==> config.mk <==
export PLATFORM = sky130hd
export DESIGN_NAME = ex_issue
export DESIGN_NICKNAME = d
export VERILOG_FILES = /design/src/rtl/ex_issue.sv
export SDC_FILE = /design/constraint.sdc
export NUM_CORES = 1
export LEC_CHECK = 0
export ABC_AREA = 1
export ABC_CLOCK_PERIOD_IN_PS = 1900
export CAP_MARGIN = 20
export CORE_AREA = 2 2 115 117
export DETAILED_ROUTE_END_ITERATION = 16
export DIE_AREA = 0 0 117 119
export PLACE_DENSITY = 0.84
export SYNTH_ARGS = -nofsm -noshare
export SYNTH_HDL_FRONTEND = slang
export SYNTH_SLANG_ARGS = --single-unit
==> constraint.sdc <==
create_clock -name clk -period 1.9 [get_ports clk]
set_input_delay 0.38 -clock clk [delete_from_list [all_inputs] [get_ports clk]]
set_output_delay 0.38 -clock clk [all_outputs]
set_load 0.1 [all_outputs]
==> src/rtl/ex_issue.sv <==
// ex_issue: execute-issue stage ahead of the 32-bit ALU; selects operands, resolves RAW hazards, holds ALU inputs.
// Define EX_ISSUE_FWD_EN to forward from EX/WB; when undefined, hazards stall the input instead.
package ex_issue_pkg;
  typedef enum logic [3:0] {
    ALU_ADD  = 4'd0,
    ALU_SUB  = 4'd1,
    ALU_SLL  = 4'd2,
    ALU_SLT  = 4'd3,
    ALU_SLTU = 4'd4,
    ALU_XOR  = 4'd5,
    ALU_SRL  = 4'd6,
    ALU_SRA  = 4'd7,
    ALU_OR   = 4'd8,
    ALU_AND  = 4'd9
  } alu_op_t;
endpackage

module ex_issue
  import ex_issue_pkg::*;
(
  input  logic        clk,
  input  logic        rst_n,
  input  logic        flush,
  input  logic        in_valid,
  output logic        in_ready,
  input  alu_op_t     in_op,
  input  logic [31:0] in_pc,
  input  logic [4:0]  in_rs1,
  input  logic [4:0]  in_rs2,
  input  logic [31:0] in_rs1_val,
  input  logic [31:0] in_rs2_val,
  input  logic [31:0] in_imm,
  input  logic        in_use_pc,
  input  logic        in_use_imm,
  input  logic [4:0]  in_rd,
  input  logic [31:0] alu_result,
  input  logic        wb_en,
  input  logic [4:0]  wb_rd,
  input  logic [31:0] wb_data,
  output logic        out_valid,
  input  logic        out_ready,
  output alu_op_t     out_op,
  output logic [31:0] out_arg_1,
  output logic [31:0] out_arg_2,
  output logic [4:0]  out_rd
);

  logic        valid_q, valid_d;
  alu_op_t     op_q, op_d;
  logic [31:0] arg_1_q, arg_1_d;
  logic [31:0] arg_2_q, arg_2_d;
  logic [4:0]  rd_q, rd_d;

  logic        ex_hit_1_s, ex_hit_2_s, wb_hit_1_s, wb_hit_2_s;
  logic        hazard_stall_s, take_in_s;
  logic [31:0] src_1_s, src_2_s;

  // Source matches; x0 never matches and an operand replaced by pc/imm is ignored.
  always_comb begin
    ex_hit_1_s = !in_use_pc  && valid_q && (rd_q != 5'd0)  && (rd_q == in_rs1);
    ex_hit_2_s = !in_use_imm && valid_q && (rd_q != 5'd0)  && (rd_q == in_rs2);
    wb_hit_1_s = !in_use_pc  && wb_en   && (wb_rd != 5'd0) && (wb_rd == in_rs1);
    wb_hit_2_s = !in_use_imm && wb_en   && (wb_rd != 5'd0) && (wb_rd == in_rs2);
  end

`ifdef EX_ISSUE_FWD_EN
  // Forwarding: the instruction in the ALU is younger than the WB write, so EX wins.
  always_comb begin
    hazard_stall_s = 1'b0;
    if (ex_hit_1_s) begin
      src_1_s = alu_result;
    end else if (wb_hit_1_s) begin
      src_1_s = wb_data;
    end else begin
      src_1_s = in_rs1_val;
    end
    if (ex_hit_2_s) begin
      src_2_s = alu_result;
    end else if (wb_hit_2_s) begin
      src_2_s = wb_data;
    end else begin
      src_2_s = in_rs2_val;
    end
  end
`else
  logic unused_fwd_s;

  // No bypass: any pending write to a used source holds the instruction at the input.
  always_comb begin
    src_1_s        = in_rs1_val;
    src_2_s        = in_rs2_val;
    hazard_stall_s = ex_hit_1_s | ex_hit_2_s | wb_hit_1_s | wb_hit_2_s;
    unused_fwd_s   = ^{alu_result, wb_data};
  end
`endif

  // Handshake and holding-register next state.
  always_comb begin
    in_ready  = !flush && (!valid_q || out_ready) && !hazard_stall_s;
    take_in_s = in_valid && in_ready;
    valid_d   = valid_q;
    op_d      = op_q;
    arg_1_d   = arg_1_q;
    arg_2_d   = arg_2_q;
    rd_d      = rd_q;
    if (flush) begin
      valid_d = 1'b0;
    end else if (take_in_s) begin
      valid_d = 1'b1;
      op_d    = in_op;
      arg_1_d = in_use_pc  ? in_pc  : src_1_s;
      arg_2_d = in_use_imm ? in_imm : src_2_s;
      rd_d    = in_rd;
    end else if (valid_q && out_ready) begin
      valid_d = 1'b0;
    end else begin
      valid_d = valid_q;
    end
  end

  // Holding register driving the ALU.
  always_ff @(posedge clk or negedge rst_n) begin
    if (!rst_n) begin
      valid_q <= 1'b0;
      op_q    <= ALU_ADD;
      arg_1_q <= 32'd0;
      arg_2_q <= 32'd0;
      rd_q    <= 5'd0;
    end else begin
      valid_q <= valid_d;
      op_q    <= op_d;
      arg_1_q <= arg_1_d;
      arg_2_q <= arg_2_d;
      rd_q    <= rd_d;
    end
  end

  assign out_valid = valid_q;
  assign out_op    = op_q;
  assign out_arg_1 = arg_1_q;
  assign out_arg_2 = arg_2_q;
  assign out_rd    = rd_q;

endmodule

# After elaboration in Yosys (flattened, before gate mapping)
# Cells that the tools add are included.
# op_classes
n_reduce_logical	26
n_eq_ne	4
n_bitwise	4
n_mux	5
# op_table
op	n
$mux 32	2
$eq 5x5->1	4
$logic_and 1x1->1	16
$reduce_bool 5->1	2
$logic_not 1->1	5
$mux 1	3
$or 1x1->1	3
$reduce_bool 3->1	1
$reduce_and 2->1	1
$logic_or 1x1->1	1
$not 1->1	1
# totals
regBits	74
elab_cells	44
input_bits	224
output_inout_bits	75

# Depth between registers and ports, before layout
# Gate-level depths: netlist of run 1.
# depth
ltp_word	12
ltp_mapped	12

# Least setup slack after synthesis of run 1
# Ideal clock, no wire load.
# synth_timing
kind	register to output
startpoint	reg rd_q[4] (netlist: out_rd[4])
endpoint	out in_ready
stages_incl_launch_ff	9
slack_ps	-861
t_arrival_ps	2381
n_path_buf	1
path_cell_list	dfrtp_1 inv_1 nor2_1 nor2_1 nand3_1 nand2_1 nand2_2 buf_4 and2_1
# synth_via
elab_chain_len	8
word_cells_on_any_way	12
cone_classes	eq/ne: 2; bitwise: 3; reduce/logical: 7
# synth_lines
item	line_no	rtl
start, declared	52	logic [4:0] rd_q, rd_d;
start signal, assigned	134	rd_q <= rd_d;
$reduce_bool 5->1	60, 61	
$logic_and 1x1->1 (on tied branches) (2 in a row)	60, 61	
$or 1x1->1 (*) (3 in a row)	92	hazard_stall_s = ex_hit_1_s | ex_hit_2_s | wb_hit_1_s | wb_hit_2_s;
$logic_not 1->1 (*)	99	in_ready = !flush && (!valid_q || out_ready) && !hazard_stall_s;
$logic_and 1x1->1 (*)	99	
end, declared	25	output logic in_ready,
# Mark *: on every way between the ends. The rest lies on a longest branch, timed or not.

# Worst setup path after layout of run 1
# layout_timing
startpoint	reg rd_q[3] (netlist: out_rd[3])
endpoint	out in_ready
# The elaborated chain is that of the path after synthesis.

==> results.yml, run 1 <==
outcome:
  status: "complete, but fails checks"
  violations: "setup timing"
critical_path:
  start_kind: "flip-flop"
  r2r_cells: 9
  startpoint: "out_rd[3]"
  timing.rr.start: "out_rd[3]"
  endpoint_kind: "output pin"
  critPathBufInv: 2
  arrival_ns: 1.68
  max_stage_delay_ns: 0.50
  critPathTopFamily: "simple AND/OR/NAND/NOR gates"
  required_ns: 1.52
  worst-path-max-fanout: 4
  cp.depth: 6
  slowest_stage: "dfrtp_4"
  path_cells: "buf_4, nor3_1, nand3_1, nand2_4, and2_4, buf_12"
  worstSetupPathType: "flip-flop to output pin"
route:
  drc: 0
  via_count: 4387
  routedWlPerCell_um: 15.6
  vias_per_cell: 4.82
  drt_iter0_drc: 271
  wl_um: 14200
  dr.pass1.iters: 4
  ant_nets: 0
die:
  die_area_mm2: 0.0139
  core_mm2: 0.0129
  fp.dieH_um: 119
  die_w_um: 117
  rows: 42
  io_pins: 299
  start_util_pct: 32.9
run:
  maxCapViolCount: 0
power:
  seqPwrFrac_pct: 26.7
  sw_frac_of_total_pct: 47.6
  p_leak_nw: 3.49
  ir_drop_mv: 0.493
  total_power_mw: 7.82
  clkPwrFrac_pct: 22.2
  combinationalPowerShare_pct: 51.1
  p_int_mw: 4.10
  cellPowerDensity_mw_per_mm2: 1070
  p_sw_mw: 3.72
clock_tree:
  clockBufferDepth: 2
  clk_pin_slew_worst_paths_ns: 0.06
  clockRootBuffer: "clkbuf_16"
  cts_tree: "built"
  htreeDepth: 3
  numCtsBuffers: 9
  clock_sinks: 74
  clk_latency_ns: 0.33
sta:
  fin_hold_ws_ns: 0.0453
  max_freq_mhz: 485
  finalHoldViolCount: 0
  setup_viol: 1
  slew_headroom_pct: 71.9
  clock-skew-final_ns: 0.00890
  setup_ws_ns: -0.162
  slew_violations: 0
  rsz0062_at_grt: "true"
  min_period_ns: 2.06
  tightest_slew_ns: 0.421
  post-route-period-util_pct: 109
placement:
  dp_slack_ns: -0.370
  place_congestion: 0.894
  port_buffers: 234
  dp_hpwl_um: 10200
finish:
  post-route-util_pct: 56.6
  final_nets: 953
  syn2layout_area_growth_pct: 72.2
  diodes: 0
  drive_above_1_share_pct: 27.5
  final_common_cell: "nand2_1"
  most-common-layout-cells: "182 x nand2_1, 139 x clkdlybuf4s50_1, 73 x nand4_1"
global_route:
  antenna_found_initial: 0
  grt_pass1_vias: 4416
  grt_max_degree: 75
  grt_pass1_wl_um: 22000
  overflow: 0
  grt_usage_pct: 20.3
synthesis:
  synth_area_mm2: 0.00423
  ys_types: 21
  yosys_warnings: 0
  syn_area_per_cell_um2: 8.48
  synth_nets: 723
  postSynthCellCount: 499
  seq_area_frac_synth_pct: 43.8
  ys_ff_latch: 74
worst_hold_path:
  worst_hold_path_type: "input port to async pin"
final cells by class:
| cell class | count | area (um^2) |
|---|---|---|
| clock buffer | 10 | 239 |
| multi-input combinational | 364 | 2130 |
| clock inverter | 6 | 65.1 |
| sequential | 74 | 1870 |
| inverter | 21 | 81.3 |
| fill | 1121 | 5590 |
| timing repair buffer | 259 | 2680 |
| tap | 176 | 220 |
worst paths after layout:
check                                end  slack [ns]
hold / removal                 out_op[1]        0.05
min in group clk            out_arg_1[3]        0.42
max in group asynchronous  out_arg_2[21]        1.50
hold reg to reg            out_arg_1[20]        0.47
setup reg to reg            out_arg_1[4]        0.11
setup / recovery                in_ready       -0.16
timing repair:
action                                 in CTS  in global routing
endpoints found under the hold margin       0                  0
resized for setup                          24                  4
pin swaps                                  12                  5
setup endpoints to repair                   2                 34
gates cloned                                0                  1
setup buffers                               6                  0
hold buffers                                0                  0
cells in the mapped netlist:
cell type | number | area, um^2
a21oi_1 | 2 | 10.0
and2_1 | 1 | 6.26
buf_1 | 4 | 15.0
buf_2 | 14 | 70.1
buf_4 | 11 | 82.6
buf_6 | 1 | 11.3
clkbuf_1 | 10 | 37.5
dfrtp_1 | 74 | 1850
inv_1 | 19 | 71.3
inv_2 | 2 | 7.51
mux2_2 | 64 | 721
nand2_1 | 184 | 691
nand2_2 | 1 | 6.26
nand3_1 | 6 | 30.0
nand4_1 | 73 | 457
nand4_2 | 1 | 12.5
nor2_1 | 20 | 75.1
nor3_1 | 2 | 10.0
o21ai_0 | 4 | 20.0
o21ai_1 | 2 | 10.0
xor2_1 | 4 | 35.0
registers in the layout, summed over array words and instances (netlist names):
name and flops:
out_arg_1 32, out_arg_2 32, out_op 4, out_rd 5
out_valid 1
per-stage QoR:
stage               instance area [um^2]  instances  setup TNS (ns)
floorplan                           4260        499               0
global placement                    6900        887          -18.89
detailed placement                  6900        887          -20.20
CTS                                 7250        909          -0.156
global route                        7280        910          -0.222
finish                              7280        910          -0.162
power by group through the flow:
stage	sequential [mW]	combinational [mW]	clock [mW]
5_1_grt	2.12	4.17	1.85
4_1_cts	2.09	4.01	1.78
6_report	2.09	4.00	1.73
3_3_place_gp	2.11	3.94	0
2_1_floorplan	4.19	0.582	0
3_5_place_dp	2.12	3.97	0
cells by family after synthesis:
group | synth area share [%]
flops | 43.8
simple gates | 30.4
mux | 17.0
buf+inv | 6.98
compound gates | 0.947
xor+xnor | 0.828
per-layer routing:
metal | GRT usage, % | share of wire (%)
met2 | 35.0 | 50
met5 | 0 | 0
met4 | 6.69 | 1.7
met1 | 24.5 | 41
met3 | 4.99 | 7.5
Note: power is estimated with default switching activity, not from simulation.
==> run 2, diff against run 1 <==
--- a/config.mk
+++ b/config.mk
@@ -8,10 +8,11 @@
 export ABC_AREA = 1
 export ABC_CLOCK_PERIOD_IN_PS = 1900
 export CAP_MARGIN = 20
-export CORE_AREA = 2 2 115 117
+export CORE_MARGIN = 5
+export CORE_UTILIZATION = 36
 export DETAILED_ROUTE_END_ITERATION = 16
-export DIE_AREA = 0 0 117 119
-export PLACE_DENSITY = 0.84
+export PLACE_DENSITY = 0.89
+export SKIP_LAST_GASP = 1
 export SYNTH_ARGS = -nofsm -noshare
 export SYNTH_HDL_FRONTEND = slang
 export SYNTH_SLANG_ARGS = --single-unit
==> results.yml, run 2 (same netlist as run 1, synthesis figures left out) <==
route:
  via_count: 4451
  wl_um: 15000
  routedWlPerCell_um: 16.9
  ant_nets: 0
  drc: 0
  vias_per_cell: 5.04
  dr.pass1.iters: 4
  drt_iter0_drc: 318
critical_path:
  worst-path-max-fanout: 5
  endpoint_kind: "output pin"
  timing.rr.start: "out_rd[1]"
  arrival_ns: 1.70
  worstSetupPathType: "flip-flop to output pin"
  start_kind: "flip-flop"
  startpoint: "out_rd[1]"
  required_ns: 1.52
die:
  die_area_mm2: 0.0140
  start_util_pct: 36.9
  die_w_um: 118
  io_pins: 299
  fp.dieH_um: 118
  core_mm2: 0.0115
  rows: 39
finish:
  fin_cells: 883
  drive_above_1_share_pct: 28.8
  multiInputGateArea_mm2: 0.00214
  post-route-util_pct: 63.1
  final_common_cell: "nand2_1"
  most-common-layout-cells: "182 x nand2_1, 139 x clkdlybuf4s50_1, 80 x buf_4"
  syn2layout_area_growth_pct: 71.2
  final_nets: 959
  fillers: 965
  diodes: 0
  area.sequential_mm2: 0.00187
clock_tree:
  clk_pin_slew_worst_paths_ns: 0.06
  cts-hold-fix-buffers: 0
  clock_sinks: 74
  numCtsBuffers: 9
  clockBufferDepth: 2
  clk_latency_ns: 0.32
  cts_tree: "built"
  clockRootBuffer: "clkbuf_16"
  htreeDepth: 3
sta:
  clock-skew-final_ns: 0.00457
  setup_viol: 1
  slew_violations: 0
  tightest_slew_ns: 0.555
  slew_headroom_pct: 63.0
  max_freq_mhz: 481
  rsz0062_at_grt: "true"
  post-route-period-util_pct: 110
  setup_ws_ns: -0.181
  finalHoldViolCount: 0
  min_period_ns: 2.08
placement:
  dp.cells: 855
  port_buffers: 234
  place_congestion: 0.936
  dp_hpwl_um: 11100
power:
  p_leak_nw: 3.50
  ir_drop_mv: 0.737
  cellPowerDensity_mw_per_mm2: 1060
global_route:
  antenna_found_initial: 0
  grt_pass1_wl_um: 23300
  overflow: 0
  grt_pass1_vias: 4583
  grt_usage_pct: 20.4
  grt_max_degree: 41
outcome:
  violations: "setup timing"
  status: "complete, but fails checks"
worst_hold_path:
  worst_hold_path_type: "input port to async pin"
run:
  maxCapViolCount: 0
## run 2: cell count changes in the layout (fill, tap and decap cells not counted), sizes merged
cell          change
dlygate4sd2       -2
bufinv            -1
dlymetal6s2s      +1
clkinv            +2
buf               +6
## run 2: what timing repair did
item | in CTS | in global routing
cloned | 0 | 2
setup endpoints to repair | 1 | 74
pin swaps | 11 | 13
setup buffers | 4 | 6
gates resized for setup | 24 | 5
## run 2: through the flow
step	setup WS (ns)	power [mW]	TNS, ns	hold slack, ns	area [um^2]
4_1_cts	-0.250	7.68	-0.250	0.0506	7120
6_report	-0.181	7.65	-0.181	0.0418	7240
3_3_place_gp	-0.401	6.05	-20.99	0.391	6810
2_1_floorplan	0.00540	4.77	0	0.0844	4260
5_1_grt	-0.237	7.97	-0.509	0.0780	7240
3_5_place_dp	-0.405	6.09	-21.27	0.405	6810
## run 2: final cells by class
type / instances / area share, %
clock buffers: 9 / 3.11
clock inverters: 7 / 0.622
inverters: 21 / 1.09
multi-input cells: 364 / 29.6
flip-flops and latches: 74 / 25.9
well taps: 143 / 2.47
repair buffers: 265 / 37.2
## run 2: final timing paths
| check | depth (start not counted) | to | slack [ns] |
|---|---|---|---|
| setup / recovery | 7 | in_ready | -0.18 |
| hold / removal | 1 | out_op[3] | 0.04 |
| setup reg to reg | 11 | out_arg_1[25] | 0.08 |
| hold reg to reg | 2 | out_arg_1[10] | 0.47 |
| max in group asynchronous | 2 | out_arg_2[11] | 1.28 |
| min in group clk | 2 | out_arg_1[10] | 0.47 |
## run 2: metal layers
| metal | wire, um | GRT usage (%) |
|---|---|---|
| met5 | 0 | 0 |
| met1 | 5890 | 24.0 |
| met3 | 1590 | 7.88 |
| met4 | 327 | 6.73 |
| met2 | 7160 | 34.4 |
## run 2: critical path: stages (launching register included)
cell and delay, ns:
dfrtp_4 0.52, xor2_1 0.15, nor2_1 0.14, nand3_1 0.10
nand2_2 0.09, nand2_4 0.06, and2_4 0.15, buf_12 0.16
## run 2: report_power, final
group | total, mW | leakage (nW) | switching [mW] | internal [mW]
sequential | 2.09 | 0.910 | 0.211 | 1.88
combinational | 4.02 | 2.46 | 2.85 | 1.17
clock | 1.54 | 0.135 | 0.659 | 0.881
